**src/rtl/bin2bcd_seq_pkg.sv**
```systemverilog
// rtl/bin2bcd_seq_pkg.sv - shared state codes and BCD adjust constants for bin2bcd_seq
package bin2bcd_seq_pkg;

    typedef enum logic [1:0] {
        ST_IDLE = 2'b00,
        ST_CONV = 2'b01
    } state_t;

    // A nibble at or above the threshold would carry past 9 once doubled.
    localparam logic [3:0] BCD_ADJ_THRESH = 4'd5;
    localparam logic [3:0] BCD_ADJ_ADD    = 4'd3;

endpackage

```
**src/rtl/bin2bcd_seq_bcd_add3.sv**
```systemverilog
// rtl/bin2bcd_seq_bcd_add3.sv - combinational "if >= 5 then add 3" cell for one BCD digit
module bcd_add3
    import bin2bcd_seq_pkg::*;
(
    input  logic [3:0] nibble,
    output logic [3:0] adjusted
);

    assign adjusted = (nibble >= BCD_ADJ_THRESH) ? nibble + BCD_ADJ_ADD : nibble;

endmodule

```
**src/rtl/bin2bcd_seq.sv**
```systemverilog
// rtl/bin2bcd_seq.sv - sequential shift-and-add-3 binary to BCD converter, one bit per clock
// Optional leading-zero blanking mask built when BIN2BCD_BLANK_EN is defined.
module bin2bcd_seq
    import bin2bcd_seq_pkg::*;
#(
    parameter int BIN_W  = 8,
    parameter int DIGITS = 3
) (
    input  logic                  clk_i,
    input  logic                  rst_n_i,
    input  logic                  start_i,
    input  logic [BIN_W-1:0]      bin_i,
    output logic                  busy_o,
    output logic                  done_o,
    output logic [4*DIGITS-1:0]   bcd_o,
    output logic                  ovf_o,
    output logic [DIGITS-1:0]     blank_o
);

    localparam int SCR_W = 4 * DIGITS;
    localparam int CNT_W = $clog2(BIN_W + 1);

    state_t             state;
    logic [BIN_W-1:0]   shreg;
    logic [SCR_W-1:0]   scratch;
    logic [CNT_W-1:0]   count;
    logic               ovf_scr;

    logic [SCR_W-1:0]       adj;
    logic [SCR_W+BIN_W-1:0] shifted;
    logic [SCR_W-1:0]       scr_next;
    logic [BIN_W-1:0]       sh_next;
    logic                   ovf_next;

    for (genvar g = 0; g < DIGITS; g++) begin : g_adj
        bcd_add3 u_add3 (
            .nibble   (scratch[4*g +: 4]),
            .adjusted (adj[4*g +: 4])
        );
    end

    // A set MSB in the adjusted top digit is the bit lost by the shift.
    assign shifted  = {adj, shreg} << 1;
    assign scr_next = shifted[SCR_W+BIN_W-1 -: SCR_W];
    assign sh_next  = shifted[BIN_W-1:0];
    assign ovf_next = ovf_scr | adj[SCR_W-1];

`ifdef BIN2BCD_BLANK_EN
    logic [DIGITS-1:0] blank_next;

    always_comb begin
        logic all_zero;
        blank_next = '0;
        all_zero   = 1'b1;
        for (int k = DIGITS - 1; k >= 1; k--) begin
            all_zero      = all_zero && (scr_next[4*k +: 4] == 4'd0);
            blank_next[k] = all_zero;
        end
        if (ovf_next) begin
            blank_next = '0;
        end
    end
`else
    assign blank_o = '0;
`endif

    always_ff @(posedge clk_i or negedge rst_n_i) begin
        if (!rst_n_i) begin
            state   <= ST_IDLE;
            shreg   <= '0;
            scratch <= '0;
            count   <= '0;
            ovf_scr <= 1'b0;
            busy_o  <= 1'b0;
            done_o  <= 1'b0;
            bcd_o   <= '0;
            ovf_o   <= 1'b0;
`ifdef BIN2BCD_BLANK_EN
            blank_o <= '0;
`endif
        end else begin
            done_o <= 1'b0;
            case (state)
                ST_IDLE: begin
                    if (start_i) begin
                        shreg   <= bin_i;
                        scratch <= '0;
                        count   <= CNT_W'(BIN_W);
                        ovf_scr <= 1'b0;
                        busy_o  <= 1'b1;
                        state   <= ST_CONV;
                    end
                end
                ST_CONV: begin
                    shreg   <= sh_next;
                    scratch <= scr_next;
                    ovf_scr <= ovf_next;
                    count   <= count - CNT_W'(1);
                    if (count == CNT_W'(1)) begin
                        bcd_o  <= scr_next;
                        ovf_o  <= ovf_next;
`ifdef BIN2BCD_BLANK_EN
                        blank_o <= blank_next;
`endif
                        done_o <= 1'b1;
                        busy_o <= 1'b0;
                        state  <= ST_IDLE;
                    end
                end
                default: begin
                    busy_o <= 1'b0;
                    state  <= ST_IDLE;
                end
            endcase
        end
    end

endmodule

```
**config.mk**
```make
export PLATFORM = sky130hd
export DESIGN_NAME = bin2bcd_seq
export DESIGN_NICKNAME = d
export VERILOG_FILES = /design/src/rtl/bin2bcd_seq_pkg.sv /design/src/rtl/bin2bcd_seq_bcd_add3.sv /design/src/rtl/bin2bcd_seq.sv
export SDC_FILE = /design/constraint.sdc
export NUM_CORES = 1
export LEC_CHECK = 0
export CORE_MARGIN = 2
export CORE_UTILIZATION = 56
export DETAILED_ROUTE_END_ITERATION = 12
export DONT_BUFFER_PORTS = 1
export GPL_ROUTABILITY_DRIVEN = 0
export MAX_ROUTING_LAYER = met4
export PLACE_DENSITY = 0.74
export SETUP_SLACK_MARGIN = 0.1
export SYNTH_ARGS = -nofsm -noshare
export SYNTH_HDL_FRONTEND = slang
export SYNTH_HIERARCHICAL = 1
export SYNTH_SLANG_ARGS = --single-unit
export TNS_END_PERCENT = 20
```
**constraint.sdc**
```tcl
create_clock -name clk_i -period 1.4 [get_ports clk_i]
set_input_delay 0.28 -clock clk_i [delete_from_list [all_inputs] [get_ports clk_i]]
set_output_delay 0.28 -clock clk_i [all_outputs]
set_load 0.01 [all_outputs]
```
==> results summary, run 1 <==
Summing every instance area after synthesis gives 1980 um^2. The combinational share of power is 0.538. The number of warning messages in the yosys log is 6. The checks that failed: negative setup slack. The endpoint required time on the critical path is 1710 ps.

The floorplan die area came out at 4020 um^2. The H-tree generated during clock tree synthesis spans 2 levels. The total internal power came out at 4.01 mW. The clock edge transition at the registers on the reported setup and hold paths is 140 ps. The number of buffers inserted by port buffering is 0. Counting along the longest clock path gives a buffer depth of 2. For the worst-skew pair, the clock arrives at the later sink with an insertion delay of 360 ps. The adder-cell share of the synthesized area is 0.0506. The routed wire length per instance is 17.4 um.

Across every metal layer, demand over resource in global routing totals 0.244. The number of sinks driven by the clock tree is 40. The non-filler instance count after layout came out at 248. Setup repair after global routing could not meet its margin everywhere. The site row count is 21. The placed cell count came out at 230. The total power after layout is 6.52 mW. The simple-gate portion of the synthesized area is 0.0942.

The tightest min-delay check is of the primary input to register type. The top-area cell type share of the netlist area came out at 0.506. Relative to the synthesized area, the layout overhead comes to 26.0%.

In the final layout, the share of cells above drive strength 1 is 0.401. The number of global-route vias before repair came out at 1474. The y dimension of the die is 63.4 um. The remaining antenna violation count after routing came out at 0. For this run, the detailed router's first-pass iteration total came to 4. The number of antenna diodes in the final layout is 0.

The area of the placeable core came out at 3360 um^2. The net switching component of the power is 2.51 mW. The maximum fanout count along the critical path is 3.

The timing-limited maximum frequency is 657 MHz. The largest total area in the synthesized netlist belongs to sky130_fd_sc_hd__dfrtp_1. The multiplexer share of the synthesized area is 0.148. The HPWL after detailed placement is 2800 um. For this design the static power due to leakage is 1.17 nW.

In the post-route analysis, the smallest setup slack over all paths is -121 ps. The via count normalized by instance count is 5.63. Dividing the final minimum period by the clock period gives 1.09. The maximum number of pins on one net before global-route repair came out at 41. TritonCTS built the clock tree.

The initial antenna violation count is 0. STA classifies the critical path endpoint as a register. The I/O pin count came out at 29. The first-pass GRT wire length came out at 7200 um.

The area fraction in compound gates after synthesis came out at 0.119. Setup violations remaining at the end of the flow were counted as 17. The first routing iteration left 74 violations.

The tool flagged a number of max-cap violations equal to 0. The final total negative setup slack is -791 ps. The via count came out at 1397. By area the synthesized netlist is led by sky130_fd_sc_hd__dfrtp_1, sky130_fd_sc_hd__mux2i_1, sky130_fd_sc_hd__mux2_4. The slowest cell on the critical path is sky130_fd_sc_hd__dfrtp_1. By area, the combinational part of the netlist is dominated by multiplexers.

On the worst path, the slowest cell contributes a delay of 390 ps. Dividing total power by cell area gives a power density of 2620 nW/um^2. The max-slew violation count is 0. The relative contribution of sequential cells to total power came out at 0.345. The count of endpoints failing hold in the final timing report was 0. The worst setup skew after layout is 20.7 ps.

The mean cell area of the mapped netlist is 11.6 um^2. After detailed routing, the number of remaining DRC violations is 0. The count of mapped cells out of synthesis came out at 170.

The cell sitting at the root of the clock tree is a sky130_fd_sc_hd__clkbuf_4. The signal arrival time at the worst endpoint came out at 1840 ps. The worst-case vdd ir drop came out at 0.00137 V. The worst setup path is launched from a register. For this block, the routed nets add up to 4330 um of wire. For this run, the post-layout net count is 220. The share of the Yosys chip area taken by registers is 0.506. The run finished, with violations left. Summing all placed instances gives a cell area of 2130 um^2. The power share of the clock group came out at 0.117. The switching part of the total is 0.385. The register bit count reported by yosys is 40. TritonCTS created 5 clock buffers.

The summed area of non-filler cells in the final layout is 2490 um^2. The horizontal die dimension came out at 63.4 um. The count of different cell masters after synthesis is 28. The setup path with the least slack is of type register to register. The time the worst path needs with I/O delays and setup is 1520 ps. The residual overflow from global routing came out at 0. Traced cell by cell, the critical path runs through inv_2 > ha_4 > nand2b_4 > a21oi_4 > mux2i_2 > mux2_4. The starting utilization of the core area is 0.588. The XOR/XNOR share of the synthesized area came out at 0.0177.
==> path summary, 6_finish.rpt <==
check | startpoint | endpoint | slack, ps | cells after the start
max reg2reg | scratch[5] | bcd_o[6] | -120 | 6
min | bin_i[0] | shreg[0] | 90 | 2
min reg2reg | shreg[3] | shreg[4] | 500 | 2
max in group asynchronous | rst_n_i | scratch[4] | 830 | 2
max | scratch[5] | bcd_o[6] | -120 | 6
min in group asynchronous | rst_n_i | done_o | 360 | 2
==> synth_stat cells, drive strengths merged <==
cell type and n:
dfrtp 40, nand2 19, o21ai 15, mux2 13
a22o 12, mux2i 12, inv 10, buf 8
ha 8, nand2b 7, nor2 7, a21oi 3
clkbuf 3, xnor2 3, o31ai 2, a21o 1
a31oi 1, conb 1, nor3 1, nor3b 1
nor4bb 1, or4 1, xor2 1
==> state kept, by name, summed over array words and instances, names as in the netlist <==
register  flops
bcd_o        12
busy_o        1
count         4
done_o        1
ovf_o         1
ovf_scr       1
scratch      12
shreg         8
==> layer usage <==
| layer | track usage | wire length (um) | part of all wire |
|---|---|---|---|
| met3 | 0.0589 | 210 | 0.049 |
| met1 | 0.281 | 1680 | 0.39 |
| met2 | 0.418 | 2370 | 0.55 |
| met4 | 0.0788 | 58 | 0.013 |
| met5 | - | 0 | 0 |
==> what timing repair did <==
item,in CTS,in global routing
hold buffers,3,0
setup endpoints to repair,23,28
endpoints found under the hold margin,42,0
gates resized for setup,32,12
buffers inserted,6,1
pin swaps,10,7
==> cells by family after synthesis <==
logic type / Yosys count
AOI/OAI and AO/OA: 34
xor gates and xnor gates: 4
adders and majority gates: 8
buffers and inverters: 21
DFF: 40
muxes: 25
other: 1
and+or+nand+nor: 37
==> layout make-up <==
type / instances / area (um^2)
clock buffers: 5 / 37.5
clock inverters: 3 / 42.5
fillers: 236 / 871
inverters: 10 / 37.5
multi-input cells: 111 / 1040
flip-flops and latches: 40 / 1000
well taps: 46 / 57.6
repair buffers: 33 / 280
==> power groups by stage <==
stage	logic [mW]	clock network, mW	registers (mW)
2_1_floorplan	1.89	0	2.13
3_3_place_gp	2.50	0	2.17
3_5_place_dp	2.67	0	2.21
4_1_cts	3.27	0.776	2.23
5_1_grt	3.82	0.818	2.30
6_report	3.51	0.764	2.25
==> per-stage QoR <==
| step | worst slack [ps] | hold slack, ps | utilization |
|---|---|---|---|
| floorplan | -98.6 | -15.6 | - |
| finish | -121 | 90.0 | 0.741 |
| global placement | -65.2 | -14.6 | 0.633 |
| global route | -149 | 115 | 0.741 |
| CTS | -65.8 | 76.7 | 0.723 |
| detailed placement | -135 | -14.7 | 0.633 |
==> placed cells by master (no fill, tap or decap), types with 2 or more instances in the layout <==
| master | n |
|---|---|
| sky130_fd_sc_hd__a21oi_4 | 3 |
| sky130_fd_sc_hd__nor2_1 | 7 |
| sky130_fd_sc_hd__mux2i_2 | 3 |
| sky130_fd_sc_hd__a22o_1 | 12 |
| sky130_fd_sc_hd__o21ai_1 | 2 |
| sky130_fd_sc_hd__nand2b_1 | 3 |
| sky130_fd_sc_hd__buf_4 | 26 |
| sky130_fd_sc_hd__conb_1 | 3 |
| sky130_fd_sc_hd__o21ai_2 | 4 |
| sky130_fd_sc_hd__mux2_4 | 12 |
| sky130_fd_sc_hd__clkbuf_4 | 5 |
| sky130_fd_sc_hd__ha_4 | 5 |
| sky130_fd_sc_hd__o31ai_1 | 2 |
| sky130_fd_sc_hd__dfrtp_1 | 40 |
| sky130_fd_sc_hd__inv_1 | 5 |
| sky130_fd_sc_hd__o21ai_0 | 9 |
| sky130_fd_sc_hd__buf_6 | 4 |
| sky130_fd_sc_hd__dlygate4sd3_1 | 2 |
| sky130_fd_sc_hd__xnor2_1 | 2 |
| sky130_fd_sc_hd__ha_2 | 2 |
| sky130_fd_sc_hd__nand2_1 | 18 |
| sky130_fd_sc_hd__inv_2 | 5 |
| sky130_fd_sc_hd__nand2b_4 | 4 |
| sky130_fd_sc_hd__mux2i_1 | 9 |
==> critical path: cells and delay by family (launching register included) <==
kind,cells,cell delay [ps]
flops,1,390
simple gates,1,150
fa+ha+maj,1,150
compound gates,1,190
mux,2,530
buf+inv,1,80
(Power assumes the default switching activity.)
==> run 2, diff against run 1 <==
- SLEW_MARGIN: unset -> 20
- TNS_END_PERCENT: 20 -> unset
==> run 2 against run 1 <==
The flow still finishes with violations (negative setup slack); final cell count shrank 2.8%; final area grew 1.9%; largest cell class unchanged; clock skew shrank 15 ps; fmax grew 2.5%; critical path type unchanged; largest power group unchanged; first-iteration DRC count shrank 47%.
==> results summary, run 2 (synthesis gave the netlist of run 1 again) <==
The routed wire length per instance came out at 17.7 um (was 17.4 um). The floorplan die area came out at 4020 um^2 (unchanged). The number of global-route vias before repair is 1445 (was 1474). The time the worst path needs with I/O delays and setup came out at 1480 ps (was 1520 ps).

The placed cell count came out at 224 (was 230). The critical path class was register to register (unchanged). The first-pass GRT wire length came to 7030 um (was 7200 um). The non-filler instance count after layout came out at 241 (was 248). The reg-to-reg startpoint is scratch[8] (was scratch[5]). The area of the placeable core is 3360 um^2 (unchanged).

The count of endpoints failing hold in the final timing report came out at 0 (unchanged). The net total in the final layout was 214 (was 220). The signal arrival time at the worst endpoint is 1780 ps (was 1840 ps). The diode insertion count for antenna repair is 0 (unchanged). The DRC violations left is 0 (unchanged). The endpoint of the worst register-to-register path is bcd_o[10] (was bcd_o[6]). The worst setup skew after layout came out at 5.94 ps (was 20.7 ps). The pre-CTS worst setup slack is -63.1 ps (was -135 ps).

The most common cell after layout, fill and taps aside is sky130_fd_sc_hd__dfrtp_1 (unchanged). Unrepaired setup endpoints after global routing: true (unchanged). The slack of the critical path is -84.2 ps (was -121 ps). Violated checks: negative setup slack (unchanged). The residual overflow from global routing came out at 0 (unchanged). The clock edge transition at the registers on the reported setup and hold paths is 110 ps (was 140 ps). The fraction of layout instances using a drive strength above 1 is 0.441 (was 0.401). The capture point of the worst path was bcd_o[10] (was bcd_o[6]). The worst-case vdd ir drop came to 0.00132 V (was 0.00137 V). Largest registers: bcd_o (12), scratch (12), shreg (8) (unchanged).

The root buffer cell was sky130_fd_sc_hd__clkbuf_4 (unchanged). The starting utilization of the core area was 0.588 (unchanged). The wire length after detailed routing came out at 4280 um (was 4330 um). The number of buffers inserted by port buffering is 0 (unchanged). The area added between synthesis and finish came to 28.4% (was 26.0%). The summed area of non-filler cells in the final layout came out at 2540 um^2 (was 2490 um^2). The initial antenna violation count came out at 0 (unchanged).

Commonest non-fill, non-tap cells in the layout: sky130_fd_sc_hd__dfrtp_1, sky130_fd_sc_hd__nand2_1, sky130_fd_sc_hd__buf_4 (was sky130_fd_sc_hd__dfrtp_1, sky130_fd_sc_hd__buf_4, sky130_fd_sc_hd__nand2_1). The endpoint kind of the worst setup timing path is a register (unchanged). The fraction of the core area covered by cells at the end of the flow is 0.755 (was 0.741). The clock latency reported for the late side of the worst-skew pair came out at 350 ps (was 360 ps). The total power after layout was 6.58 mW (was 6.52 mW). The max-capacitance violation count came out at 0 (unchanged). The register-to-register setup slack came to -80 ps (was -120 ps).

The maximum number of pins on one net before global-route repair came to 41 (unchanged). The maximum number of buffers from clock root to sink is 2 (unchanged). The endpoint required time on the critical path came out at 1700 ps (was 1710 ps). The static power due to leakage is 1.16 nW (was 1.17 nW). The total placed instance area is 2140 um^2 (was 2130 um^2). The max-slew violation count came out at 0 (unchanged). The number of setup violations in the final report is 15 (was 17).

The horizontal die dimension is 63.4 um (unchanged). The remaining antenna violation count after routing is 0 (unchanged). The via count normalized by instance count came out at 5.55 (was 5.63). The via count came out at 1338 (was 1397). The part of the cycle the worst path needs came out at 1.06 (was 1.09). The I/O pin count was 29 (unchanged).

The path type of the worst min-delay path is primary input to register (unchanged). The maximum fanout count along the critical path came out at 3 (unchanged). The y dimension of the die is 63.4 um (unchanged).

The detailed-routing iteration count for the pre-antenna-repair pass was 4 (unchanged). Status: finished, violations left (unchanged). The timing-limited maximum frequency is 674 MHz (was 657 MHz). The critical path launch point is scratch[8] (was scratch[5]). The site row count is 21 (unchanged). The total power density per cell area was 2590 nW/um^2 (was 2620 nW/um^2).

The initial detailed-routing violation count was 39 (was 74). The TritonCTS buffer count came to 5 (unchanged). The TritonCTS clock tree is built (unchanged). The depth of the most critical reg-to-reg path is 5 (was 6). The number of levels the H-tree was split into is 2 (unchanged). The number of sinks driven by the clock tree is 40 (unchanged).

The overall fraction of global-route tracks in use came to 0.237 (was 0.244). The post-detailed-placement half-perimeter wirelength came out at 2740 um (was 2800 um). The startpoint kind of the worst setup timing path is a register (unchanged).
-- run 2: cell types whose count changed in the layout (fill, tap and decap cells not counted), sizes merged --
cell         delta
clkbuf          +2
bufinv          -1
clkinv          -1
dlygate4sd3     +1
buf             -7
clkinvlp        -1
-- run 2: through the flow --
| step | hold WS [ps] | setup TNS (ps) |
|---|---|---|
| floorplan | -15.6 | -697 |
| global placement | -14.3 | -90.8 |
| detailed placement | -14.6 | -589 |
| CTS | 26.1 | -459 |
| global route | 102 | -1800 |
| finish | 91.9 | -841 |
-- run 2: power breakdown --
part           switching (mW)  internal (mW)
clock                   0.352          0.285
sequential              0.624           1.68
combinational            1.62           2.02
-- run 2: routing by layer --
layer,vias up,track usage,wire length (um)
met5,-,-,0
met1,669,0.275,1770
li1,629,-,-
met2,35,0.391,2250
met3,5,0.0679,179
met4,0,0.0897,71
-- run 2: how the worst min path moves through the flow --
stage               end  cells after the start  slack (ps)      from
2_1_floorplan  bcd_o[0]                      0         -20   rst_n_i
3_3_place_gp   bcd_o[3]                      0         -10   rst_n_i
3_5_place_dp   bcd_o[3]                      0         -10   rst_n_i
4_1_cts         ovf_scr                      1          30   start_i
5_1_grt        shreg[0]                      2         100  bin_i[0]
6_report       shreg[0]                      2          90  bin_i[0]
-- run 2: what timing repair did --
action                                  4_1_cts  5_1_grt
cloned                                        0        0
pin swaps                                     6       14
buffers inserted                              4        4
resized for setup                            27       28
endpoints found under the setup margin       23       27
hold buffers                                  3        1
endpoints found under the hold margin        41        1
-- run 2: final cells by class --
cell class / count / area, um^2
Timing Repair Buffer: 27 / 245
Sequential cell: 40 / 1000
Inverter: 10 / 37.5
Tap cell: 46 / 57.6
Fill cell: 223 / 823
Multi-Input combinational cell: 111 / 1130
Clock buffer: 7 / 65.1
-- run 2: critical path, stage by stage (launching register included) --
cell and delay, ps:
sky130_fd_sc_hd__dfrtp_2 460, sky130_fd_sc_hd__ha_4 170, sky130_fd_sc_hd__nand2b_4 150, sky130_fd_sc_hd__a21oi_4 200, sky130_fd_sc_hd__mux2i_2 270, sky130_fd_sc_hd__mux2_4 170
==> run 3, diff against run 2 <==
- CORE_UTILIZATION: 56 -> 40
- PLACE_DENSITY: 0.74 -> unset
==> run 3 against run 2 <==
The run still ends with negative setup slack left; power is 5.7% higher; combinational power rose by 1%; clock-buffer cell count did not move; core utilization decreased by 20 points; wire length down 5.5%; sequential power is essentially flat; clock skew up 3.5 ps; via count increased by 0.15%; non-clock buffer count grew 3; die area increased by 37%; critical endpoint is now bcd_o[0]; largest cell class unchanged.
==> results summary, run 3 (synthesis gave the netlist of run 1 again) <==
Status: finished, violations left (unchanged). Violated checks: negative setup slack (unchanged). The depth of the most critical reg-to-reg path is 6 (was 5).

The critical path launch point is count[1] (was scratch[8]). The met3 usage is 0.0528 (was 0.0679). The TritonCTS clock tree is built (unchanged).

Unrepaired setup endpoints after global routing: true (unchanged). The part of the cycle the worst path needs is 1.06 (about the same). The maximum number of buffers from clock root to sink is 2 (unchanged). The summed area of non-filler cells in the final layout is 2650 um^2 (was 2540 um^2). The number of setup violations in the final report was 17 (was 15).

The combined buffer and inverter count along the critical path came out at 3 (was 0). The worst setup skew after layout is 9.49 ps (was 5.94 ps). The timing-limited maximum frequency came out at 671 MHz (was 674 MHz). The floorplan die area is 5520 um^2 (was 4020 um^2). The combined area of the multi-input logic cells is 1090 um^2 (was 1130 um^2). The combinational share of power is 0.530 (was 0.553). The critical path class is register to register (unchanged). The hold path startpoint is start_i (was bin_i[0]). The wire length after detailed routing came to 4040 um (was 4280 um).

The net total in the final layout came out at 217 (was 214). The number of levels the H-tree was split into is 2 (unchanged). The area of the placeable core is 4750 um^2 (was 3360 um^2). The slowest cell on the critical path is sky130_fd_sc_hd__dfrtp_1 (was sky130_fd_sc_hd__dfrtp_2). The number of sinks driven by the clock tree came out at 40 (unchanged). The detailed-routing iteration count for the pre-antenna-repair pass was 4 (unchanged). Largest registers: bcd_o (12), scratch (12), shreg (8) (unchanged). The total power density per cell area was 2620 nW/um^2 (was 2590 nW/um^2). The power share of the clock group is 0.144 (was 0.097).

The remaining antenna violation count after routing came out at 0 (unchanged). The site row count is 25 (was 21). The global routing's busiest layer is met2 (unchanged).

The total placed instance area came to 2180 um^2 (was 2140 um^2). The logic depth of the worst setup path including buffers was 6 (was 5). The fraction of layout instances using a drive strength above 1 is 0.447 (was 0.441). The switching part of the total came to 0.359 (was 0.394). The I/O pin count is 29 (unchanged). The path type of the worst min-delay path is primary input to register (unchanged).

The fraction of the core area covered by cells at the end of the flow is 0.557 (was 0.755). The first-pass GRT wire length is 6530 um (was 7030 um). The capture point of the worst path is bcd_o[0] (was bcd_o[10]).

The total power after layout is 6.95 mW (was 6.58 mW). The time the worst path needs with I/O delays and setup is 1490 ps (was 1480 ps). The initial antenna violation count is 0 (unchanged). The global routing met1 resource utilization is 0.205 (was 0.275).

The overall fraction of global-route tracks in use is 0.162 (was 0.237). The total internal power is 4.45 mW (was 3.98 mW). The signal arrival time at the worst endpoint is 1660 ps (was 1780 ps). The worst-case vdd ir drop was 0.000980 V (was 0.00132 V).

The net switching component of the power is 2.50 mW (was 2.59 mW). The relative contribution of sequential cells to total power is 0.326 (was 0.350). The starting utilization of the core area was 0.416 (was 0.588). Worst-path cell chain: inv_2 > ha_4 > nor4bb_4 > buf_6 > buf_12 > mux2_4 (was ha_4 > nand2b_4 > a21oi_4 > mux2i_2 > mux2_4). The maximum number of pins on one net before global-route repair was 41 (unchanged).

The reg-to-reg startpoint was count[1] (was scratch[8]). The max-slew violation count came out at 0 (unchanged). The count of endpoints failing hold in the final timing report came out at 0 (unchanged). The post-detailed-placement half-perimeter wirelength is 2590 um (was 2740 um).

Commonest non-fill, non-tap cells in the layout: sky130_fd_sc_hd__dfrtp_1, sky130_fd_sc_hd__buf_4, sky130_fd_sc_hd__nand2_1 (was sky130_fd_sc_hd__dfrtp_1, sky130_fd_sc_hd__nand2_1, sky130_fd_sc_hd__buf_4). The worst hold slack came to 84.9 ps (was 91.9 ps). The static power due to leakage was 1.22 nW (was 1.16 nW). The initial detailed-routing violation count was 57 (was 39). The clock latency reported for the late side of the worst-skew pair was 290 ps (was 350 ps). The most common cell after layout, fill and taps aside is sky130_fd_sc_hd__dfrtp_1 (unchanged). The via count normalized by instance count was 5.04 (was 5.55). The y dimension of the die is 74.3 um (was 63.4 um). The pre-CTS worst setup slack is -106 ps (was -63.1 ps). The diode insertion count for antenna repair is 0 (unchanged).

The horizontal die dimension was 74.3 um (was 63.4 um). The DRC violations left is 0 (unchanged). The endpoint kind of the worst setup timing path was a register (unchanged). The endpoint of the worst register-to-register path was bcd_o[0] (was bcd_o[10]). The routed wire length per instance came out at 15.2 um (was 17.7 um). The maximum fanout count along the critical path is 7 (was 3). The cell family with the largest share of critical-path delay was flip-flops (unchanged). The placed cell count is 244 (was 224). The final total negative setup slack is -1210 ps (was -841 ps).

The residual overflow from global routing came out at 0 (unchanged). The number of fillers in the final layout is 417 (was 223). The endpoint required time on the critical path is 1570 ps (was 1700 ps). The TritonCTS buffer count came out at 5 (unchanged). The non-filler instance count after layout is 266 (was 241). The root buffer cell is sky130_fd_sc_hd__clkbuf_8 (was sky130_fd_sc_hd__clkbuf_4). The max-capacitance violation count is 0 (unchanged). The number of global-route vias before repair came out at 1379 (was 1445). The clock edge transition at the registers on the reported setup and hold paths came out at 70 ps (was 110 ps). The startpoint kind of the worst setup timing path is a register (unchanged). The longest individual stage delay on the worst path came to 390 ps (was 460 ps). The via count is 1340 (was 1338). The met2 demand-to-capacity share in global routing was 0.250 (was 0.391). The number of buffers inserted by port buffering came to 0 (unchanged). The sequential cell area came out at 1000 um^2 (unchanged).

The register-to-register setup slack came out at -90 ps (was -80 ps). The area added between synthesis and finish is 33.9% (was 28.4%). The slack of the critical path is -90.7 ps (was -84.2 ps).
-- run 3: worst min path at each step --
stage | end | depth (start not counted) | slack, ps
3_3_place_gp | bcd_o[3] | 0 | -10
6_report | count[1] | 1 | 80
3_5_place_dp | bcd_o[3] | 0 | -10
2_1_floorplan | bcd_o[0] | 0 | -20
5_1_grt | count[1] | 1 | 70
4_1_cts | count[1] | 1 | 70
-- run 3: what timing repair did --
item,in CTS,in global routing
hold buffers,2,0
setup buffers,5,7
setup endpoints to repair,27,29
gates resized for setup,34,20
pin swaps,14,16
hold endpoints to repair,40,0
cloned,1,0
-- run 3: cell type report --
cell class                 count  area share
multi-input combinational    111       0.410
sequential                    40       0.379
timing repair buffer          30       0.118
clock buffer                   7      0.0364
tap                           67      0.0316
inverter                      10      0.0142
clock inverter                 1      0.0113
-- run 3: power groups by stage --
stage	registers (mW)	logic (mW)	clock network (mW)
6_report	2.27	3.68	1.00
3_3_place_gp	2.20	2.56	0
5_1_grt	2.35	3.99	1.10
3_5_place_dp	2.23	2.70	0
4_1_cts	2.24	3.37	1.03
2_1_floorplan	2.16	2.05	0
-- run 3: metal layers --
layer | wire length, um | part of all wire
met1 | 1780 | 0.44
met2 | 2040 | 0.51
met3 | 194 | 0.048
met4 | 22 | 0.0054
met5 | 0 | 0
